`src/rtl/loop_seq_pkg.sv`:
```
// Shared state encoding and default sizing for the loop_index_sequencer slice.
package loop_seq_pkg;

    typedef enum logic [1:0] {
        IDLE = 2'd0,
        RUN  = 2'd1,
        FIN  = 2'd2
    } loop_seq_state_e;

    localparam int LOOP_SEQ_IDX_W = 4;
    localparam int LOOP_SEQ_LIMIT = 10;

endpackage

```
`src/rtl/loop_seq_rr_arb.sv`:
```
// Combinational round-robin pick: first asserted request after the pointer, wrapping.
module loop_seq_rr_arb
    import loop_seq_pkg::*;
#(
    parameter int NREQ  = 2,
    parameter int PTR_W = $clog2(NREQ)
) (
    input  logic [NREQ-1:0]  req,
    input  logic [PTR_W-1:0] ptr,
    output logic [NREQ-1:0]  gnt_oh,
    output logic [PTR_W-1:0] gnt_idx,
    output logic             gnt_vld
);

    always_comb begin
        int              cand;
        logic [PTR_W-1:0] sel;
        gnt_oh  = '0;
        gnt_idx = '0;
        gnt_vld = 1'b0;
        cand    = 0;
        sel     = '0;
        // The pointer itself is visited last, so the previous winner has lowest priority.
        for (int k = 1; k <= NREQ; k++) begin
            cand = (int'(ptr) + k) % NREQ;
            sel  = PTR_W'(cand);
            if (!gnt_vld && req[sel]) begin
                gnt_vld     = 1'b1;
                gnt_idx     = sel;
                gnt_oh[sel] = 1'b1;
            end
        end
    end

endmodule

```
`src/rtl/loop_index_sequencer.sv`:
```
// Shared loop-index engine: arbitrates requesters, then steps the index one per clock to LIMIT.
// Optional LOOP_SEQ_ITER_COUNT_EN adds an iter_count output counting RUN cycles.
module loop_index_sequencer
    import loop_seq_pkg::*;
#(
    parameter int IDX_W = LOOP_SEQ_IDX_W,
    parameter int LIMIT = LOOP_SEQ_LIMIT,
    parameter int NREQ  = 2
) (
    input  logic                       clk,
    input  logic                       rst,
    input  logic [NREQ-1:0]            req,
    input  logic [NREQ-1:0][IDX_W-1:0] start_index,
    output logic [NREQ-1:0]            gnt,
    output logic [IDX_W-1:0]           index,
    output logic                       loop_active,
    output logic                       done,
    output logic                       done_ok,
    output logic                       busy
`ifdef LOOP_SEQ_ITER_COUNT_EN
    ,
    output logic [IDX_W-1:0]           iter_count
`endif
);

    localparam int               PTR_W   = $clog2(NREQ);
    localparam logic [IDX_W-1:0] LIMIT_V = IDX_W'(LIMIT);
    localparam logic [IDX_W-1:0] LAST_V  = IDX_W'(LIMIT - 1);

    loop_seq_state_e  state;
    logic [PTR_W-1:0] rr_ptr;
    logic [NREQ-1:0]  arb_oh;
    logic [PTR_W-1:0] arb_idx;
    logic             arb_vld;
    logic [IDX_W-1:0] start_sel;
    logic [IDX_W-1:0] index_inc;
    logic             owner_req;

    loop_seq_rr_arb #(
        .NREQ  (NREQ),
        .PTR_W (PTR_W)
    ) u_arb (
        .req     (req),
        .ptr     (rr_ptr),
        .gnt_oh  (arb_oh),
        .gnt_idx (arb_idx),
        .gnt_vld (arb_vld)
    );

    assign start_sel = start_index[arb_idx];
    assign index_inc = index + 1'b1;
    // The pointer always names the current owner once a grant is made.
    assign owner_req = req[rr_ptr];

    always_ff @(posedge clk) begin
        if (rst) begin
            state       <= IDLE;
            rr_ptr      <= PTR_W'(NREQ - 1);
            gnt         <= '0;
            index       <= '0;
            loop_active <= 1'b0;
            done        <= 1'b0;
            done_ok     <= 1'b0;
            busy        <= 1'b0;
        end else begin
            done    <= 1'b0;
            done_ok <= 1'b0;
            case (state)
                IDLE: begin
                    if (arb_vld) begin
                        gnt    <= arb_oh;
                        rr_ptr <= arb_idx;
                        index  <= start_sel;
                        busy   <= 1'b1;
                        if (start_sel < LIMIT_V) begin
                            state       <= RUN;
                            loop_active <= 1'b1;
                        end else begin
                            state   <= FIN;
                            done    <= 1'b1;
                            done_ok <= (start_sel == LIMIT_V);
                        end
                    end
                end
                RUN: begin
                    // A dropped owner request wins over the final step: no done for aborts.
                    if (!owner_req) begin
                        state       <= IDLE;
                        gnt         <= '0;
                        loop_active <= 1'b0;
                        busy        <= 1'b0;
                    end else begin
                        index <= index_inc;
                        if (index == LAST_V) begin
                            state       <= FIN;
                            loop_active <= 1'b0;
                            done        <= 1'b1;
                            done_ok     <= (index_inc == LIMIT_V);
                        end
                    end
                end
                FIN: begin
                    state <= IDLE;
                    gnt   <= '0;
                    busy  <= 1'b0;
                end
                default: begin
                    state       <= IDLE;
                    gnt         <= '0;
                    loop_active <= 1'b0;
                    busy        <= 1'b0;
                end
            endcase
        end
    end

`ifdef LOOP_SEQ_ITER_COUNT_EN
    always_ff @(posedge clk) begin
        if (rst) begin
            iter_count <= '0;
        end else if (state == IDLE && arb_vld) begin
            iter_count <= '0;
        end else if (state == RUN && owner_req) begin
            iter_count <= iter_count + 1'b1;
        end
    end
`endif

endmodule

```
`config.mk`:
```
export PLATFORM = sky130hd
export DESIGN_NAME = loop_index_sequencer
export DESIGN_NICKNAME = d
export VERILOG_FILES = /design/src/rtl/loop_seq_pkg.sv /design/src/rtl/loop_seq_rr_arb.sv /design/src/rtl/loop_index_sequencer.sv
export SDC_FILE = /design/constraint.sdc
export NUM_CORES = 1
export LEC_CHECK = 0
export ABC_AREA = 1
export CAP_MARGIN = 15
export CORE_UTILIZATION = 40
export DETAILED_ROUTE_END_ITERATION = 16
export DONT_BUFFER_PORTS = 1
export PLACE_DENSITY = 0.64
export SYNTH_ARGS = -nofsm -noshare
export SYNTH_HDL_FRONTEND = slang
export SYNTH_SLANG_ARGS = --single-unit
export TNS_END_PERCENT = 30
```
`constraint.sdc`:
```
create_clock -name clk -period 1.46 [get_ports clk]
set_input_delay 0.292 -clock clk [delete_from_list [all_inputs] [get_ports clk]]
set_output_delay 0.292 -clock clk [all_outputs]
set_load 0.02 [all_outputs]
```
After elaboration in Yosys (flattened, before gate mapping)
Index checks and enable logic that the tools add are counted.
{"block": "op_classes", "add_sub_neg": 3, "n_lt_le_gt_ge": 7, "n_eq_ne": 10, "muxes": 47, "bitwise_logic": 2, "n_reduce_logical": 11}
{"operator": "$mux 1", "count": 26}
{"operator": "$mux 2", "count": 8}
{"operator": "$mux 4", "count": 4}
{"operator": "$eq 4x4->1 const B", "count": 3}
{"operator": "$lt 1x2->1 const B", "count": 4}
{"operator": "$ne 2x2->1 const B", "count": 4}
{"operator": "$pmux 2 s2", "count": 2}
{"operator": "$pmux 4 s2", "count": 1}
{"operator": "$pmux 1 s2", "count": 3}
{"operator": "$reduce_and 2->1", "count": 3}
{"operator": "$add 4x1->4 const B", "count": 1}
{"operator": "$lt 4x4->1 const B", "count": 1}
{"operator": "$reduce_and 4->1", "count": 1}
{"operator": "$logic_and 1x1->1", "count": 3}
{"operator": "$ne 3x3->1 const B", "count": 1}
{"operator": "$pmux 1 s3", "count": 1}
{"operator": "$reduce_and 3->1", "count": 1}
{"operator": "$add 1x1->1 const B", "count": 2}
{"operator": "$demux 1 s1", "count": 2}
{"operator": "$eq 2x1->1 const B", "count": 1}
{"operator": "$eq 2x2->1 const B", "count": 1}
{"operator": "$ge 1x1->1 const B", "count": 2}
{"operator": "$logic_not 2->1", "count": 1}
{"operator": "$or 2x2->2", "count": 1}
{"operator": "other kinds (3)", "count": 3}
{"block": "word_totals", "reg_bits": 13, "out_inout_bits": 10, "word_cells": 88}

Logic depth before layout (Yosys ltp)
Gate-level depths: netlist of the first run.
{"block": "logic_depth", "word_depth": 13, "depth_mapped": 9, "ltp_nobuf": 9}

Cells and area by module
From an unflattened synthesis of the first run, not the netlist that was laid out.
{"block": "hier_totals", "cells_unflattened": 114, "hier_area_um2": 762.0}
{"module": "loop_index_sequencer", "instances": 1, "cells_each": 107, "area_each_um2": 732.0}
{"module": "loop_seq_rr_arb", "instances": 1, "cells_each": 7, "area_each_um2": 30.0}

Least setup slack after synthesis of the first run
Ideal clock, no wire load.
{"block": "synth_path", "path_type": "register to register", "start": "register index[1]", "end": "register loop_active", "setup_time_ns": 0.071, "t_arrival_ns": 1.275, "required_ns": 1.389, "setup_slack_ns": 0.115, "stages_incl_launch_ff": 10, "path_buffers": 0, "path_cell_list": "dfxtp_1 inv_1 ha_1 nand3b_1 nand3_1 nand2_1 inv_1 nand3_1 nand2_1 a21oi_1"}
{"block": "synth_via", "elab_chain_len": 3}
{"element": "from (decl)", "line": "loop_index_sequencer.sv:15", "source": "output logic [IDX_W-1:0] index,"}
{"element": "from (signal assigned)", "line": "loop_index_sequencer.sv:73", "source": "index <= start_sel;"}
{"element": "from (signal assigned)", "line": "loop_index_sequencer.sv:93", "source": "index <= index_inc;"}
{"element": "$eq 4x4->1", "line": "loop_index_sequencer.sv:94", "source": "if (index == LAST_V) begin"}
{"element": "$ne 3x3->1 (no line)"}
{"element": "$reduce_and 4->1 (no line)"}
{"element": "to (signal assigned)", "line": "loop_index_sequencer.sv:90", "source": "loop_active <= 1'b0;"}
{"element": "to (signal assigned)", "line": "loop_index_sequencer.sv:96", "source": "loop_active <= 1'b0;"}
{"element": "to (signal assigned)", "line": "loop_index_sequencer.sv:110", "source": "loop_active <= 1'b0;"}
{"element": "to (decl)", "line": "loop_index_sequencer.sv:16", "source": "output logic loop_active,"}
Every way passes these cells.
A chain may end at the register's enable or synchronous reset.

Worst setup path in the final report of the first run
Same ends and word-level chain as after synthesis.

==> results_dict.tcl, run 1 <==
set metrics [dict create \
    max-vdd-ir-drop_mv 0.954 \
    postCtsSetupBuffers 0 \
    reg2reg_from "index[1]$_SDFFE_PP0P_" \
    count_of_final_hold_check_violations 0 \
    r2r_end "loop_active$_SDFFE_PP0P_" \
    post_synth_inst_count 105 \
    power.share.sequential 0.401 \
    start_util 0.430 \
    comb_power_share 0.447 \
    drt_drc_violations_left 0 \
    maximum_fanout_along_the_worst_path 3 \
    first_pass_grt_wire_length_um 2730 \
    total_leakage_power_nw 0.396 \
    cts_root_buf "clkbuf_4" \
    ys_ff_latch 13 \
    areaGrowthSynthToFinish_pct 11.2 \
    run_status "finished clean" \
    tritoncts "yes" \
    count_of_cell_types_in_the_netlist 24 \
    power_density_nw_per_um2 1770 \
    antenna_left 0 \
    clk_transition_reported_paths_ps 80 \
    postSynthNetCount 120 \
    mostFrequentLayoutCells "nand2_1, dfxtp_1, inv_1" \
    detailed_routing_iterations_pass_1 4 \
    synthesis.area_um2 751 \
    p_total_mw 1.48 \
    worst_margin_slew_ps 236 \
    final_net_count 128 \
    final.hold.worst_slack_ps 70.0 \
    numCtsBuffers 3 \
    floorplan.rows 15 \
    cts_hold_buf 0 \
    leading_cell_type_in_the_layout_fill_and_taps_excluded "nand2_1" \
    clk_latency_ps 280 \
    cp-end-kind "register" \
    slew_headroom 0.840 \
    clkPwrFrac 0.152 \
    wirelength_um 1550 \
    r2r_setup_slack_ps 160 \
    first_global_vias 651 \
    gpl.final_weighted_congestion 0.806 \
    postLayoutCellArea_um2 835 \
    grt_setup_unrepaired "no" \
    worst_setup_path_startpoint "index[1]$_SDFFE_PP0P_" \
    cp-start-kind "register" \
    netSwitchingPower_mw 0.673 \
    clock-sinks 13 \
    timing.fmax_ghz 0.768 \
    detailroute.via_count 678 \
    worst-r2r-cell-count 9 \
    setup-violations-final 0 \
    hold_path.class "input pin to register" \
    cp_data_required_time_ps 1680 \
    grt.total_usage 0.188 \
    final.setup_skew_ps 2.52 \
    antenna_found_initial 0 \
    num-fill-cells 195 \
    cts_max_path_buffers 2 \
    max_cap_viol_count 0 \
    resized_after_cts 0 \
    path_class "register to register" \
    syn_avg_cell_area_um2 7.15 \
    core_footprint_um2 1750 \
    synth_sequential_area_ratio 0.347 \
    crit_arrival_ps 1520 \
    antenna_cells 0 \
    layout-drive-gt1-share 0.179 \
    pin_count 22 \
    fin_tns_setup_ps 0 \
    final_period_minus_worst_setup_slack_ps 1300 \
    htree_levels 1 \
    internal-power_mw 0.806 \
    post-dp-hpwl_um 1240 \
    fp.dieH_um 45.3 \
    globalRoute.totalOverflow 0 \
    sw_frac_of_total 0.455 \
    avgRoutedWirePerCell_um 11.3 \
    die_w_um 45.3 \
    place.port_buffers 0 \
    post-route-period-util 0.892 \
    overall_die_area_um2 2050 \
    critical_path.endpoint "loop_active$_SDFFE_PP0P_" \
    ys_warn_count 0 \
    viasPerCell 4.95 \
    dpl_cell_area_um2 808 \
    grt_max_degree 13 \
    finalMaxSlewViolations 0 \
    first_iter_violations 16 \
]
[worst max-delay path: stages, from the launching register on]
cell and delay [ps]:
dfxtp_1 360, inv_1 70, ha_1 170, nand3b_1 110
nand3_1 120, nand2_1 130, inv_1 60, nand3_1 70
nand2_1 50, a21oi_1 110
[cells in the mapped netlist, drive strengths merged]
| cell | count | area [um^2] |
|---|---|---|
| or2 | 1 | 6.26 |
| nor4b | 1 | 8.76 |
| o21ai | 7 | 38.8 |
| nand4 | 1 | 12.5 |
| nor2 | 10 | 52.6 |
| xor2 | 2 | 17.5 |
| clkinv | 1 | 5.00 |
| clkbuf | 1 | 3.75 |
| ha | 3 | 37.5 |
| nand3b | 3 | 22.5 |
| a21oi | 8 | 40.0 |
| dfxtp | 13 | 260 |
| a211oi | 2 | 15.0 |
| inv | 12 | 45.1 |
| o211ai | 1 | 7.51 |
| nand3 | 7 | 40.0 |
| nand2 | 32 | 138 |
[per-layer routing]
layer | share of wire | global-route usage
met5 | 0 | 0
met4 | 0.0090 | 0.0727
met3 | 0.045 | 0.0600
met2 | 0.47 | 0.307
met1 | 0.47 | 0.227
[registers in the layout, summed over array words and instances, names as in the netlist]
register and flops:
done 1, loop_active 1, busy 1, done_ok 1, index 4, rr_ptr 1, gnt 2, state 2
[final cells by class]
| cell class | instances | area, um^2 | share of cell area |
|---|---|---|---|
| multi-input cells | 78 | 437 | 0.523 |
| well taps | 25 | 31.3 | 0.0375 |
| flip-flops and latches | 13 | 260 | 0.312 |
| inverters | 13 | 50.0 | 0.0600 |
| repair buffers | 4 | 30.0 | 0.0360 |
| clock buffers | 4 | 26.3 | 0.0315 |
[kinds of logic (layout without fill, tap and decap cells)]
family	count (synthesis)	count (layout)	synth area share
buffers and inverters	14	21	0.0717
adder cells (fa/ha/maj)	3	3	0.0500
XOR/XNOR	2	2	0.0233
flip-flops	13	13	0.347
AO/OA/AOI/OAI	18	18	0.135
AND/OR/NAND/NOR	55	55	0.373
[power groups by stage]
stage | clock (mW) | sequential, mW | combinational (mW)
finish | 0.225 | 0.594 | 0.661
global route | 0.247 | 0.609 | 0.750
CTS | 0.231 | 0.594 | 0.667
detailed placement | 0 | 0.602 | 0.662
global placement | 0 | 0.598 | 0.658
floorplan | 0 | 0.647 | 0.445
[worst min path at each step]
stage	slack [ps]	start	end	cells after the start
floorplan	370	rst	state[1]$_SDFFE_PP0P_	1
global placement	360	rst	gnt[0]$_SDFFE_PP0P_	1
detailed placement	360	rst	gnt[0]$_SDFFE_PP0P_	1
CTS	60	rst	state[0]$_SDFFE_PP0P_	1
global route	50	rst	loop_active$_SDFFE_PP0P_	1
finish	70	rst	loop_active$_SDFFE_PP0P_	1
[metrics by stage]
stage	setup WS, ps	cells	utilization
4_1_cts	135	137	0.478
6_report	157	137	0.478
3_3_place_gp	181	133	0.463
5_1_grt	10.1	137	0.478
2_1_floorplan	115	105	-
3_5_place_dp	156	133	0.463
(Power assumes the default switching activity.)
==> run 2: changes to the inputs <==
--- a/config.mk
+++ b/config.mk
@@ -13,5 +13,6 @@
 export PLACE_DENSITY = 0.64
 export SYNTH_ARGS = -nofsm -noshare
 export SYNTH_HDL_FRONTEND = slang
+export SYNTH_HIERARCHICAL = 1
 export SYNTH_SLANG_ARGS = --single-unit
 export TNS_END_PERCENT = 30
==> results_dict.tcl, run 2 <==
set metrics [dict create \
    synth_async_sr_flop_share 0 \
    mostFrequentLayoutCells "nand2_1, a21oi_1, inv_1" \
    placed_cells 143 \
    antenna_left 0 \
    synth_mux_area_frac 0.0131 \
    r2r_setup_slack_ps 160 \
    clk_latency_ps 280 \
    antenna_found_initial 0 \
    count_of_cell_types_in_the_netlist 23 \
    viasPerCell 4.78 \
    largest_register_ff_count 4 \
    cts_max_path_buffers 2 \
    synth_area_leaders "dfxtp_1, nand2_1, a21oi_1" \
    ys_ff_latch 13 \
    first_iter_violations 13 \
    final_cell_count_no_fill 147 \
    synth-xor-area-share 0.0230 \
    worst_setup_slack_after_layout_ps 161 \
    first_global_vias 645 \
    timing.fmax_ghz 0.770 \
    cp-end-kind "register" \
    synth_most_common_cell "nand2_1" \
    first_pass_grt_wire_length_um 2620 \
    run_status "finished clean" \
    final.setup_skew_ps 5.86 \
    cp_data_required_time_ps 1690 \
    htree_levels 1 \
    synthSimpleGateAreaFrac 0.328 \
    post_synth_inst_count 114 \
    holdPathEnd "loop_active$_SDFFE_PP0P_" \
    floorplan.rows 15 \
    p_total_mw 0.991 \
    grt_max_degree 11 \
    count_of_final_hold_check_violations 0 \
    synthAdderAreaFrac 0.0493 \
    hold_path.class "input pin to register" \
    synth_sequential_area_ratio 0.342 \
    numCtsBuffers 3 \
    ys_warn_count 6 \
    max_cap_viol_count 0 \
    reg2reg_from "rr_ptr$_SDFFE_PP1P_" \
    hold_depth 1 \
    clk_transition_reported_paths_ps 80 \
    post-dp-hpwl_um 1260 \
    post-route-period-util 0.890 \
    areaGrowthSynthToFinish_pct 12.3 \
    die_w_um 45.6 \
    biggestRegsByFlops "index: 4 flops, gnt: 2 flops, state: 2 flops" \
    r2r_end "loop_active$_SDFFE_PP0P_" \
    hold_path.startpoint "rst" \
    worst-r2r-cell-count 10 \
    syn_avg_cell_area_um2 6.68 \
    overall_die_area_um2 2080 \
    final.hold.worst_slack_ps 57.9 \
    cts_root_buf "clkbuf_4" \
    postSynthNetCount 129 \
    core_footprint_um2 1760 \
    total_leakage_power_nw 0.435 \
    start_util 0.432 \
    power_density_nw_per_um2 1160 \
    max-vdd-ir-drop_mv 0.588 \
    final_period_minus_worst_setup_slack_ps 1300 \
    regMostFlops "index" \
    yosysTopAreaCellShare 0.342 \
    final_net_count 138 \
    preCtsSetupSlack_ps 148 \
    fin_tns_setup_ps 0 \
    finalMaxSlewViolations 0 \
    netlist_top_cells_count "nand2_1, a21oi_1, dfxtp_1, inv_1, nor2_1" \
    path_class "register to register" \
    synthesis.area_um2 762 \
    num-fill-cells 204 \
    netlist.top_cell.by_area "dfxtp_1" \
    clock-sinks 13 \
    detailroute.via_count 702 \
    postLayoutCellArea_um2 856 \
    layout-drive-gt1-share 0.205 \
    maximum_fanout_along_the_worst_path 6 \
    cp-start-kind "register" \
    leading_cell_type_in_the_layout_fill_and_taps_excluded "nand2_1" \
    avgRoutedWirePerCell_um 10.9 \
    dpl_cell_area_um2 827 \
    synth_compound_gate_area_share 0.146 \
    detailed_routing_iterations_pass_1 4 \
    place.port_buffers 0 \
    gpl.final_weighted_congestion 0.809 \
    worst_margin_slew_ps 237 \
    synth_enable_flop_cells 0 \
    grt_setup_unrepaired "no" \
    tritoncts "yes" \
    synth_top_family_by_area "simple AND/OR/NAND/NOR gates" \
    wirelength_um 1610 \
    globalRoute.totalOverflow 0 \
    antenna_cells 0 \
    grt.total_usage 0.177 \
    pin_count 22 \
    synth_ff_type "dfxtp_1" \
    crit_arrival_ps 1520 \
    setup-violations-final 0 \
    fp.dieH_um 45.6 \
    slew_headroom 0.841 \
    drt_drc_violations_left 0 \
    finalCoreUtilization 0.485 \
    postCtsSetupBuffers 0 \
]
run 2: area by class of cell:
class	instances	area, um^2	share of cell area
inverter	18	71.3	0.0833
clock buffer	4	26.3	0.0307
sequential	13	263	0.307
tap	25	31.3	0.0365
timing repair buffer	5	37.5	0.0439
multi-input combinational	82	427	0.499
run 2: worst max path at each step:
stage / from / to / slack (ps) / cells after the start
3_3_place_gp: index[0]$_SDFFE_PP0P_ / done_ok$_SDFF_PP0_ / 160 / 7
3_5_place_dp: rr_ptr$_SDFFE_PP1P_ / loop_active$_SDFFE_PP0P_ / 150 / 9
4_1_cts: rr_ptr$_SDFFE_PP1P_ / loop_active$_SDFFE_PP0P_ / 120 / 9
6_report: rr_ptr$_SDFFE_PP1P_ / loop_active$_SDFFE_PP0P_ / 160 / 10
2_1_floorplan: index[0]$_SDFFE_PP0P_ / loop_active$_SDFFE_PP0P_ / 130 / 8
5_1_grt: index[1]$_SDFFE_PP0P_ / done_ok$_SDFF_PP0_ / 0.9 / 8
run 2: worst max-delay path, stage by stage, from the launching register on:
cell     delay [ps]
dfxtp_2         350
a21oi_1         140
buf_4           150
inv_2            50
nand2_1          60
nand2_2          70
nand2_2          80
nand3_1          70
nand3_1          90
nand2_1          60
a21oi_2         100
run 2: cell families after synthesis:
| logic type | Yosys count |
|---|---|
| adders and majority gates | 3 |
| and+or+nand+nor | 55 |
| DFF | 13 |
| AOI/OAI and AO/OA | 21 |
| xor gates and xnor gates | 2 |
| buffers and inverters | 19 |
| muxes | 1 |
run 2: timing repair:
action	in CTS	in global routing
endpoints found under the setup margin	0	3
hold buffers	0	0
endpoints found under the hold margin	0	0
resized for setup	0	2
run 2: where the power goes:
part	switching (mW)	internal, mW
logic	0.192	0.113
registers	0.0561	0.401
clock network	0.122	0.106
total	0.370	0.620
run 2: metal layers:
layer,track usage,share of wire
met1,0.193,0.44
met2,0.320,0.50
met3,0.0635,0.055
met4,0.0485,0.0075
met5,0,0
